$ cat config.mk
export PLATFORM = sky130hd
export DESIGN_NAME = button_press_generator
export DESIGN_NICKNAME = d
export VERILOG_FILES = /design/src/rtl/button_press_pkg.sv /design/src/rtl/phase_timer.sv /design/src/rtl/button_press_generator.sv
export SDC_FILE = /design/constraint.sdc
export NUM_CORES = 1
export LEC_CHECK = 0
export CAP_MARGIN = 20
export CORE_UTILIZATION = 53
export CTS_CLUSTER_SIZE = 8
export DETAILED_ROUTE_END_ITERATION = 8
export HOLD_SLACK_MARGIN = 0.06
export PLACE_DENSITY = 0.79
export RECOVER_POWER = 50
export SLEW_MARGIN = 20
export SYNTH_ARGS = -nofsm -noshare
export SYNTH_HDL_FRONTEND = slang
export SYNTH_SLANG_ARGS = --single-unit
export TNS_END_PERCENT = 1
$ cat constraint.sdc
create_clock -name clk -period 2.5 [get_ports clk]
set_clock_uncertainty 0.1 [all_clocks]
set_input_delay 0.25 -clock clk [delete_from_list [all_inputs] [get_ports clk]]
set_output_delay 0.25 -clock clk [all_outputs]
set_load 0.05 [all_outputs]
$ cat src/rtl/button_press_pkg.sv
// Shared definitions for the button press generator.
//   state_t      : FSM state type (IDLE, HIGH, LOW, FINISH)
//   CNT_W_DEF    : default width of the press-count and phase-length fields
//   NUM_BTN_DEF  : default number of button lines
//   MIN_PHASE    : a programmed phase length of 0 is treated as this value
package button_press_pkg;

    localparam int CNT_W_DEF   = 4;
    localparam int NUM_BTN_DEF = 3;
    localparam int MIN_PHASE   = 1;

    typedef enum logic [1:0] {
        ST_IDLE   = 2'd0,
        ST_HIGH   = 2'd1,
        ST_LOW    = 2'd2,
        ST_FINISH = 2'd3
    } state_t;

endpackage

$ cat src/rtl/phase_timer.sv
// Loadable down-counter timing one HIGH or LOW phase.
//   clk_i      : system clock
//   rst_ni     : asynchronous active-low reset
//   load_i     : load load_val_i into the counter on the next edge
//   load_val_i : phase length in clocks, always >= 1
//   expired_o  : current cycle is the last cycle of the loaded phase
module phase_timer #(
    parameter int W = 4
) (
    input  logic         clk_i,
    input  logic         rst_ni,
    input  logic         load_i,
    input  logic [W-1:0] load_val_i,
    output logic         expired_o
);

    logic [W-1:0] cnt_q;

    always_ff @(posedge clk_i or negedge rst_ni) begin
        if (!rst_ni) begin
            cnt_q <= '0;
        end else if (load_i) begin
            cnt_q <= load_val_i;
        end else if (cnt_q != '0) begin
            cnt_q <= cnt_q - W'(1);
        end
    end

    // A phase loaded with N spends N cycles in its state; the N-th cycle
    // is the one where the counter holds 1.
    assign expired_o = (cnt_q <= W'(1));

endmodule

$ cat src/rtl/button_press_generator.sv
// Emits a train of button presses on one of NUM_BTN active-high lines.
//   clk          : system clock, rising edge
//   rst          : asynchronous active-low reset
//   start        : command strobe, sampled only in IDLE
//   abort        : synchronous cancel of a running train (wins over start)
//   sel          : target button index, valid 0..NUM_BTN-1
//   count        : number of presses to emit
//   high_cycles  : press phase length (0 treated as 1)
//   low_cycles   : release phase length (0 treated as 1)
//   buttons      : registered button lines, one-hot or zero
//   busy         : train in progress
//   done         : one-cycle pulse on normal completion
//   err          : one-cycle pulse on a rejected command (bad sel)
//   presses_sent : presses completed in the current or last train
//   dbg_state    : current FSM state
// Handshake: start is a single-cycle strobe with no ready; it is accepted
// only when the FSM is IDLE and abort is low, otherwise it is dropped.
module button_press_generator
    import button_press_pkg::*;
#(
    parameter int CNT_W   = CNT_W_DEF,
    parameter int NUM_BTN = NUM_BTN_DEF
) (
    input  logic               clk,
    input  logic               rst,
    input  logic               start,
    input  logic               abort,
    input  logic [1:0]         sel,
    input  logic [CNT_W-1:0]   count,
    input  logic [CNT_W-1:0]   high_cycles,
    input  logic [CNT_W-1:0]   low_cycles,
    output logic [NUM_BTN-1:0] buttons,
    output logic               busy,
    output logic               done,
    output logic               err,
    output logic [CNT_W-1:0]   presses_sent,
    output state_t             dbg_state
);

    function automatic logic [CNT_W-1:0] clamp_len(input logic [CNT_W-1:0] v);
        return (v == '0) ? CNT_W'(MIN_PHASE) : v;
    endfunction

    function automatic logic [NUM_BTN-1:0] onehot(input logic [1:0] idx);
        logic [NUM_BTN-1:0] o;
        for (int i = 0; i < NUM_BTN; i++) begin
            o[i] = (int'(idx) == i);
        end
        return o;
    endfunction

    state_t             state_q;
    logic [1:0]         sel_q;
    logic [CNT_W-1:0]   count_q;
    logic [CNT_W-1:0]   hi_len_q;
    logic [CNT_W-1:0]   lo_len_q;
    logic [CNT_W-1:0]   presses_q;
    logic [NUM_BTN-1:0] buttons_q;
    logic               busy_q;
    logic               done_q;
    logic               err_q;

    logic               sel_ok;
    logic               more_presses;
    logic               tmr_load;
    logic [CNT_W-1:0]   tmr_val;
    logic               tmr_expired;

    assign sel_ok       = (int'(sel) < NUM_BTN);
    // presses_q was already bumped on entry to LOW.
    assign more_presses = (presses_q < count_q);

    // The timer is reloaded on every edge that enters HIGH or LOW.
    always_comb begin
        tmr_load = 1'b0;
        tmr_val  = hi_len_q;
        case (state_q)
            ST_IDLE: begin
                if (start && !abort && sel_ok && (count != '0)) begin
                    tmr_load = 1'b1;
                    tmr_val  = clamp_len(high_cycles);
                end
            end
            ST_HIGH: begin
                if (!abort && tmr_expired) begin
                    tmr_load = 1'b1;
                    tmr_val  = lo_len_q;
                end
            end
            ST_LOW: begin
                if (!abort && tmr_expired && more_presses) begin
                    tmr_load = 1'b1;
                    tmr_val  = hi_len_q;
                end
            end
            default: ;
        endcase
    end

    phase_timer #(.W(CNT_W)) u_timer (
        .clk_i      (clk),
        .rst_ni     (rst),
        .load_i     (tmr_load),
        .load_val_i (tmr_val),
        .expired_o  (tmr_expired)
    );

    always_ff @(posedge clk or negedge rst) begin
        if (!rst) begin
            state_q   <= ST_IDLE;
            sel_q     <= '0;
            count_q   <= '0;
            hi_len_q  <= CNT_W'(MIN_PHASE);
            lo_len_q  <= CNT_W'(MIN_PHASE);
            presses_q <= '0;
            buttons_q <= '0;
            busy_q    <= 1'b0;
            done_q    <= 1'b0;
            err_q     <= 1'b0;
        end else begin
            done_q <= 1'b0;
            err_q  <= 1'b0;
            case (state_q)
                ST_IDLE: begin
                    if (start && !abort) begin
                        if (!sel_ok) begin
                            err_q <= 1'b1;
                        end else begin
                            sel_q     <= sel;
                            count_q   <= count;
                            hi_len_q  <= clamp_len(high_cycles);
                            lo_len_q  <= clamp_len(low_cycles);
                            presses_q <= '0;
                            if (count == '0) begin
                                state_q <= ST_FINISH;
                                done_q  <= 1'b1;
                            end else begin
                                state_q   <= ST_HIGH;
                                buttons_q <= onehot(sel);
                                busy_q    <= 1'b1;
                            end
                        end
                    end
                end
                ST_HIGH: begin
                    if (abort) begin
                        state_q   <= ST_IDLE;
                        buttons_q <= '0;
                        busy_q    <= 1'b0;
                    end else if (tmr_expired) begin
                        state_q   <= ST_LOW;
                        buttons_q <= '0;
                        // Saturate so a full-scale count never wraps.
                        if (presses_q != count_q) begin
                            presses_q <= presses_q + CNT_W'(1);
                        end
                    end
                end
                ST_LOW: begin
                    if (abort) begin
                        state_q <= ST_IDLE;
                        busy_q  <= 1'b0;
                    end else if (tmr_expired) begin
                        if (more_presses) begin
                            state_q   <= ST_HIGH;
                            buttons_q <= onehot(sel_q);
                        end else begin
                            state_q <= ST_FINISH;
                            done_q  <= 1'b1;
                            busy_q  <= 1'b0;
                        end
                    end
                end
                ST_FINISH: begin
                    state_q <= ST_IDLE;
                end
                default: begin
                    state_q <= ST_IDLE;
                end
            endcase
        end
    end

    assign buttons      = buttons_q;
    assign busy         = busy_q;
    assign done         = done_q;
    assign err          = err_q;
    assign presses_sent = presses_q;
    assign dbg_state    = state_q;

endmodule

==> results of run 1 <==
layer usage:
| metal | part of all wire | vias to the layer above | routed length [um] | global-route usage |
|---|---|---|---|---|
| met3 | 0.044 | 11 | 181 | 0.0651 |
| met2 | 0.51 | 45 | 2090 | 0.430 |
| li1 | - | 716 | - | - |
| met4 | 0.020 | 0 | 82 | 0.104 |
| met1 | 0.43 | 718 | 1770 | 0.303 |
| met5 | 0 | - | 0 | 0 |
repair_timing:
item | CTS | global route
hold buffers | 0 | 0
setup endpoints to repair | 0 | 1
buffers inserted | 0 | 0
gates resized for setup | 0 | 1
cell type report:
class | count | area (um^2) | share of cell area
timing repair buffer | 35 | 328 | 0.145
multi-input combinational | 128 | 1010 | 0.448
clock inverter | 1 | 5.00 | 0.00221
inverter | 14 | 52.6 | 0.0232
clock buffer | 7 | 55.1 | 0.0243
sequential | 30 | 753 | 0.332
tap | 46 | 57.6 | 0.0254
cell families after synthesis:
kind of cell	after synthesis
AND/OR/NAND/NOR	48
AO/OA/AOI/OAI	40
flip-flops	30
multiplexers	26
buffers and inverters	20
adder cells (fa/ha/maj)	12
XOR/XNOR	2
sequential cells by signal, indices dropped and copies added, names as in the netlist:
signal         flops
count_q            4
hi_len_q           4
lo_len_q           4
presses_sent       4
u_timer.cnt_q      4
buttons            3
dbg_state          2
sel_q              2
busy               1
done               1
err                1
critical path, delay by kind of cell (launching register included):
family	cells	cell delay, ns
multiplexers	1	0.24
buffers and inverters	1	0.12
adder cells (fa/ha/maj)	1	0.20
AO/OA/AOI/OAI	1	0.41
flip-flops	1	0.45
AND/OR/NAND/NOR	3	0.75
worst max-delay path by stage:
| stage | from | to | slack (ns) | cells past startpoint |
|---|---|---|---|---|
| floorplan | dbg_state[0] | u_timer.cnt_q[0] | 0.13 | 7 |
| global placement | count[1] | u_timer.cnt_q[1] | 0.09 | 6 |
| detailed placement | count[1] | u_timer.cnt_q[3] | -0.04 | 6 |
| CTS | dbg_state[1] | u_timer.cnt_q[0] | 0.17 | 7 |
| global route | dbg_state[1] | u_timer.cnt_q[0] | 0.04 | 7 |
| finish | dbg_state[1] | u_timer.cnt_q[0] | 0.17 | 7 |
power by group through the flow:
stage / logic (mW) / clock network [mW] / registers (mW)
final: 1.53 / 0.303 / 0.884
after global routing: 1.68 / 0.330 / 0.907
after CTS: 1.53 / 0.310 / 0.881
after detailed placement: 1.52 / 0 / 0.890
after global placement: 1.44 / 0 / 0.866
after floorplan: 0.944 / 0 / 1.02
layout by cell type, fill, tap and decap left out, types with 2 or more instances in the layout:
cell and instances:
a21oi_1 10, a222oi_1 3, a31oi_1 2, buf_4 4
clkbuf_1 3, clkbuf_4 5, clkdlybuf4s50_1 28, dfrtp_1 28
dfstp_2 2, ha_1 11, inv_1 14, mux2_2 17
mux2_4 3, mux2i_1 6, nand2_1 12, nand3_1 4
nand3b_1 2, nor2_1 11, nor2b_1 3, nor3_1 3
o21ai_0 14, or3_1 4
metrics by stage:
stage | worst slack [ns] | instance area, um^2 | hold slack (ns)
6_report | 0.167 | 2270 | 0.402
5_1_grt | 0.0383 | 2270 | 0.431
4_1_cts | 0.169 | 2270 | 0.196
2_1_floorplan | 0.126 | 1850 | -0.146
3_5_place_dp | -0.0431 | 2210 | 0.387
3_3_place_gp | 0.0888 | 2210 | 0.376
==> metrics.txt, run 1 <==
Detail Placement HPWL=3170 um; Clock transition at path regs=0.10 ns; top-count cell post-synth=dfrtp_1; adder-cell share of the synthesized area=0.0811; I/O Buffers=29; # IOs=30; worst r2r src=dbg_state[1]; sw frac=0.442; xor-xnor portion of the synthesized cell area=0.00947; CTS tree=built; Finished Core Util=0.679; endpoints failing setup=0; most frequent cells after synthesis=28 x dfrtp_1, 17 x mux2_2, 14 x inv_1, 14 x o21ai_0; drc violations=0; Post-synth EDFFs=0; RSZ-0062 raised after global routing=no; drt wl/cell=15.8 um; synthesized instance count=178; Crit-path slowest cell=dfrtp_1; Tot GR Track Use=0.252; Clock power frac=0.111; first-pass GRT wire length=6730 um; via count of the first global-routing pass=1476; fillers=276; Horiz. Die Dim=61.1 um; clock sink count=30; full die area=3730 um^2; PD cells=1200 nW/um^2; Post-Syn Nets=208; Clk Tree Root Cell=clkbuf_4; Switch Pwr=1.20 mW; Final period util=0.933; largest net degree at the start of global routing=31; final hold violations=0; layout cells sized above 1=0.195; Yosys reg bits=30; GR Overflow Total=0; Peak supply drop=0.000526 V; Setup TNS=0 ns; R2R Path End=u_timer.cnt_q[0]; Pint=1.52 mW; max-cap viol count=1; clock tree buffer depth=2; number of cell rows=21; failing checks=capacitance limit, slew limit; via/cell ratio=5.71; DR pass1 iterations=4; max frequency=429 MHz; placed insts=253; final RePlAce weighted congestion=0.800; effective utilization at floorplan=0.555; r2r setup slk=0.17 ns; Post-Synth Simple-Gate Area=0.147; outcome=finished, violations left; Min Clock Period, post-route=2.33 ns; Nets=244; diode count=0; Startpoint Class=register; Finished Layout Cells=261; Post-synth top flop=dfrtp_1; Synth area leader=dfrtp_1; crit end category=register; post-layout power=2.72 mW; post-synthesis sequential area ratio=0.407; Slew HR=-0.0387; Die H=61.1 um; worst path required time=2.66 ns; crit path DAT=2.50 ns; Hold Path Stages=2; worst-path fanout max=5; number of buffers created by CTS=5; CP peak stage delay=0.45 ns; Comb power frac=0.563; crit path kind=register to register; YS warnings=0; unique cell type count in the Yosys netlist=43; post-synthesis mux area share=0.160; Worst-Skew Late Latency=0.33 ns; Tightest Pin Transition=1.56 ns; initial antenna violation count=0; CTS H-tree depth=2; Leakage=1.00 nW; CP Cell Sequence=inv_1, ha_1, nand3b_1, or3_4, nor2b_1, a311oi_4, mux2i_1; asr flop ratio synth=1.00; Vias=1490; Cell Area, Synth=1850 um^2; compound-cell area share of the yosys netlist=0.149; Syn-to-layout area delta=22.4%; largest family of logic cells by synthesized area=multiplexers; pins over their slew limit=31; synth top area cells=dfrtp_1 38%, mux2_2 10%, ha_1 8.1%; share of power burned in registers=0.325; R2R depth=7; core footprint=3340 um^2; DRT iter0 DRCs=65; antenna-violating nets left=0; Synth top area share=0.379; HP Class=register to register; syn avg cell area=10.4 um^2; Min-Delay Startpoint=lo_len_q[0]; drt total wl=4130 um; Worst Hold End=lo_len_q[0]
(Power assumes the default switching activity.)
==> run 2, diff against run 1 <==
--- a/config.mk
+++ b/config.mk
@@ -12,6 +12,7 @@
 export HOLD_SLACK_MARGIN = 0.06
 export PLACE_DENSITY = 0.79
 export RECOVER_POWER = 50
+export REMOVE_ABC_BUFFERS = 1
 export SLEW_MARGIN = 20
 export SYNTH_ARGS = -nofsm -noshare
 export SYNTH_HDL_FRONTEND = slang
==> metrics.txt, run 2 (same netlist as run 1, synthesis figures left out) <==
Die H=61.1 um; layout cells sized above 1=0.195; final hold violations=0; clock tree buffer depth=2; Crit path max-delay family=compound AO/OA/AOI/OAI gates; worst path required time=2.62 ns; post-cts resize count=0; Startpoint Class=register; Pint=1.58 mW; fin area=2280 um^2; I/O Buffers=29; Post-DP Area=2210 um^2; full die area=3730 um^2; core footprint=3340 um^2; largest net degree at the start of global routing=31; DRT iter0 DRCs=84; endpoints failing setup=0; failing checks=capacitance limit, slew limit; Nets=244; CTS H-tree depth=2; post-layout power=2.77 mW; pins over their slew limit=31; dpl ws=-0.0444 ns; post-CTS setup buffers=0; share of power burned in registers=0.314; Detail Placement HPWL=3010 um; CP Cell Sequence=ha_1, nor2b_1, o211ai_1, a21boi_0, nor3b_4, mux2_2; Tot GR Track Use=0.234; Worst Hold End=lo_len_q[0]; drt wl/cell=15.0 um; Peak supply drop=0.000519 V; GR Overflow Total=0; Final period util=0.931; max-cap viol count=1; Crit-path slowest cell=dfrtp_1; Min Clock Period, post-route=2.33 ns; diode count=0; final RePlAce weighted congestion=0.807; drt total wl=3900 um; Slew HR=-0.0808; hold buffer count at CTS=0; Hold Path Stages=3; via count of the first global-routing pass=1431; R2R depth=6; first-pass GRT wire length=6310 um; Clock power frac=0.137; commonest cells after routing, fill and taps aside=28 x dfrtp_1, 28 x clkdlybuf4s50_1, 17 x mux2_2; DR pass1 iterations=4; CP bufs+invs=0; Switch Pwr=1.18 mW; RSZ-0062 raised after global routing=no; Clk Tree Root Cell=clkbuf_4; Comb power frac=0.549; max frequency=430 MHz; crit path kind=register to register; effective utilization at floorplan=0.555; clock sink count=30; via/cell ratio=5.58; HP Class=input pin to register; Tightest Pin Transition=1.62 ns; drc violations=0; Vias=1457; crit path DAT=2.45 ns; worst setup margin=0.174 ns; Syn-to-layout area delta=23.3%; outcome=finished, violations left; # IOs=30; r2r setup slk=0.17 ns; worst-path fanout max=5; R2R Path End=buttons[0]; antenna-violating nets left=0; initial antenna violation count=0; Min-Delay Startpoint=low_cycles[0]; CTS tree=built; number of buffers created by CTS=5; number of cell rows=21; Leakage=1.01 nW; sw frac=0.428; Horiz. Die Dim=61.1 um; worst r2r src=presses_sent[1]; Clock transition at path regs=0.10 ns; PD cells=1210 nW/um^2; CP peak stage delay=0.44 ns; Worst-Skew Late Latency=0.34 ns; crit end category=register
run 2: worst reg2reg max path: cells and delay by family, from the launching register on:
kind | cells | cell delay [ns]
flops | 1 | 0.44
compound gates | 2 | 0.54
fa+ha+maj | 1 | 0.33
mux | 1 | 0.36
simple gates | 2 | 0.46
run 2: power by group through the flow:
stage	registers [mW]	clock network (mW)	logic [mW]
2_1_floorplan	1.02	0	0.928
3_3_place_gp	0.866	0	1.44
3_5_place_dp	0.879	0	1.52
4_1_cts	0.870	0.386	1.52
5_1_grt	0.899	0.410	1.65
6_report	0.870	0.378	1.52
run 2: cell type report:
class / instances / area (um^2)
inverters: 14 / 52.6
fillers: 278 / 1060
clock buffers: 5 / 37.5
multi-input cells: 128 / 1010
well taps: 46 / 57.6
repair buffers: 35 / 328
clock inverters: 3 / 40.0
flip-flops and latches: 30 / 753
run 2: how the worst max path moves through the flow:
stage	startpoint	to	slack, ns	cells after the start
3_5_place_dp	count[1]	u_timer.cnt_q[1]	-0.04	6
4_1_cts	presses_sent[1]	buttons[0]	0.17	6
2_1_floorplan	dbg_state[0]	u_timer.cnt_q[0]	-0.07	7
5_1_grt	dbg_state[1]	presses_sent[3]	0.002	7
6_report	presses_sent[1]	buttons[0]	0.17	6
3_3_place_gp	count[1]	u_timer.cnt_q[3]	0.08	6
run 2: per-stage QoR:
step	std cells	setup TNS, ns	utilization	hold WS [ns]
2_1_floorplan	172	-0.286	-	-0.146
3_3_place_gp	253	0	0.663	0.376
3_5_place_dp	253	-0.0706	0.663	0.384
4_1_cts	261	0	0.686	0.203
5_1_grt	261	0	0.684	0.383
6_report	261	0	0.684	0.378
run 2: layer usage:
layer  up-vias  global-route usage  wire [um]
met5         -                   0          0
met4         0              0.0877         51
met3         6              0.0567        155
met2        27               0.379       1900
met1       702               0.305       1800
li1        722                   -          -
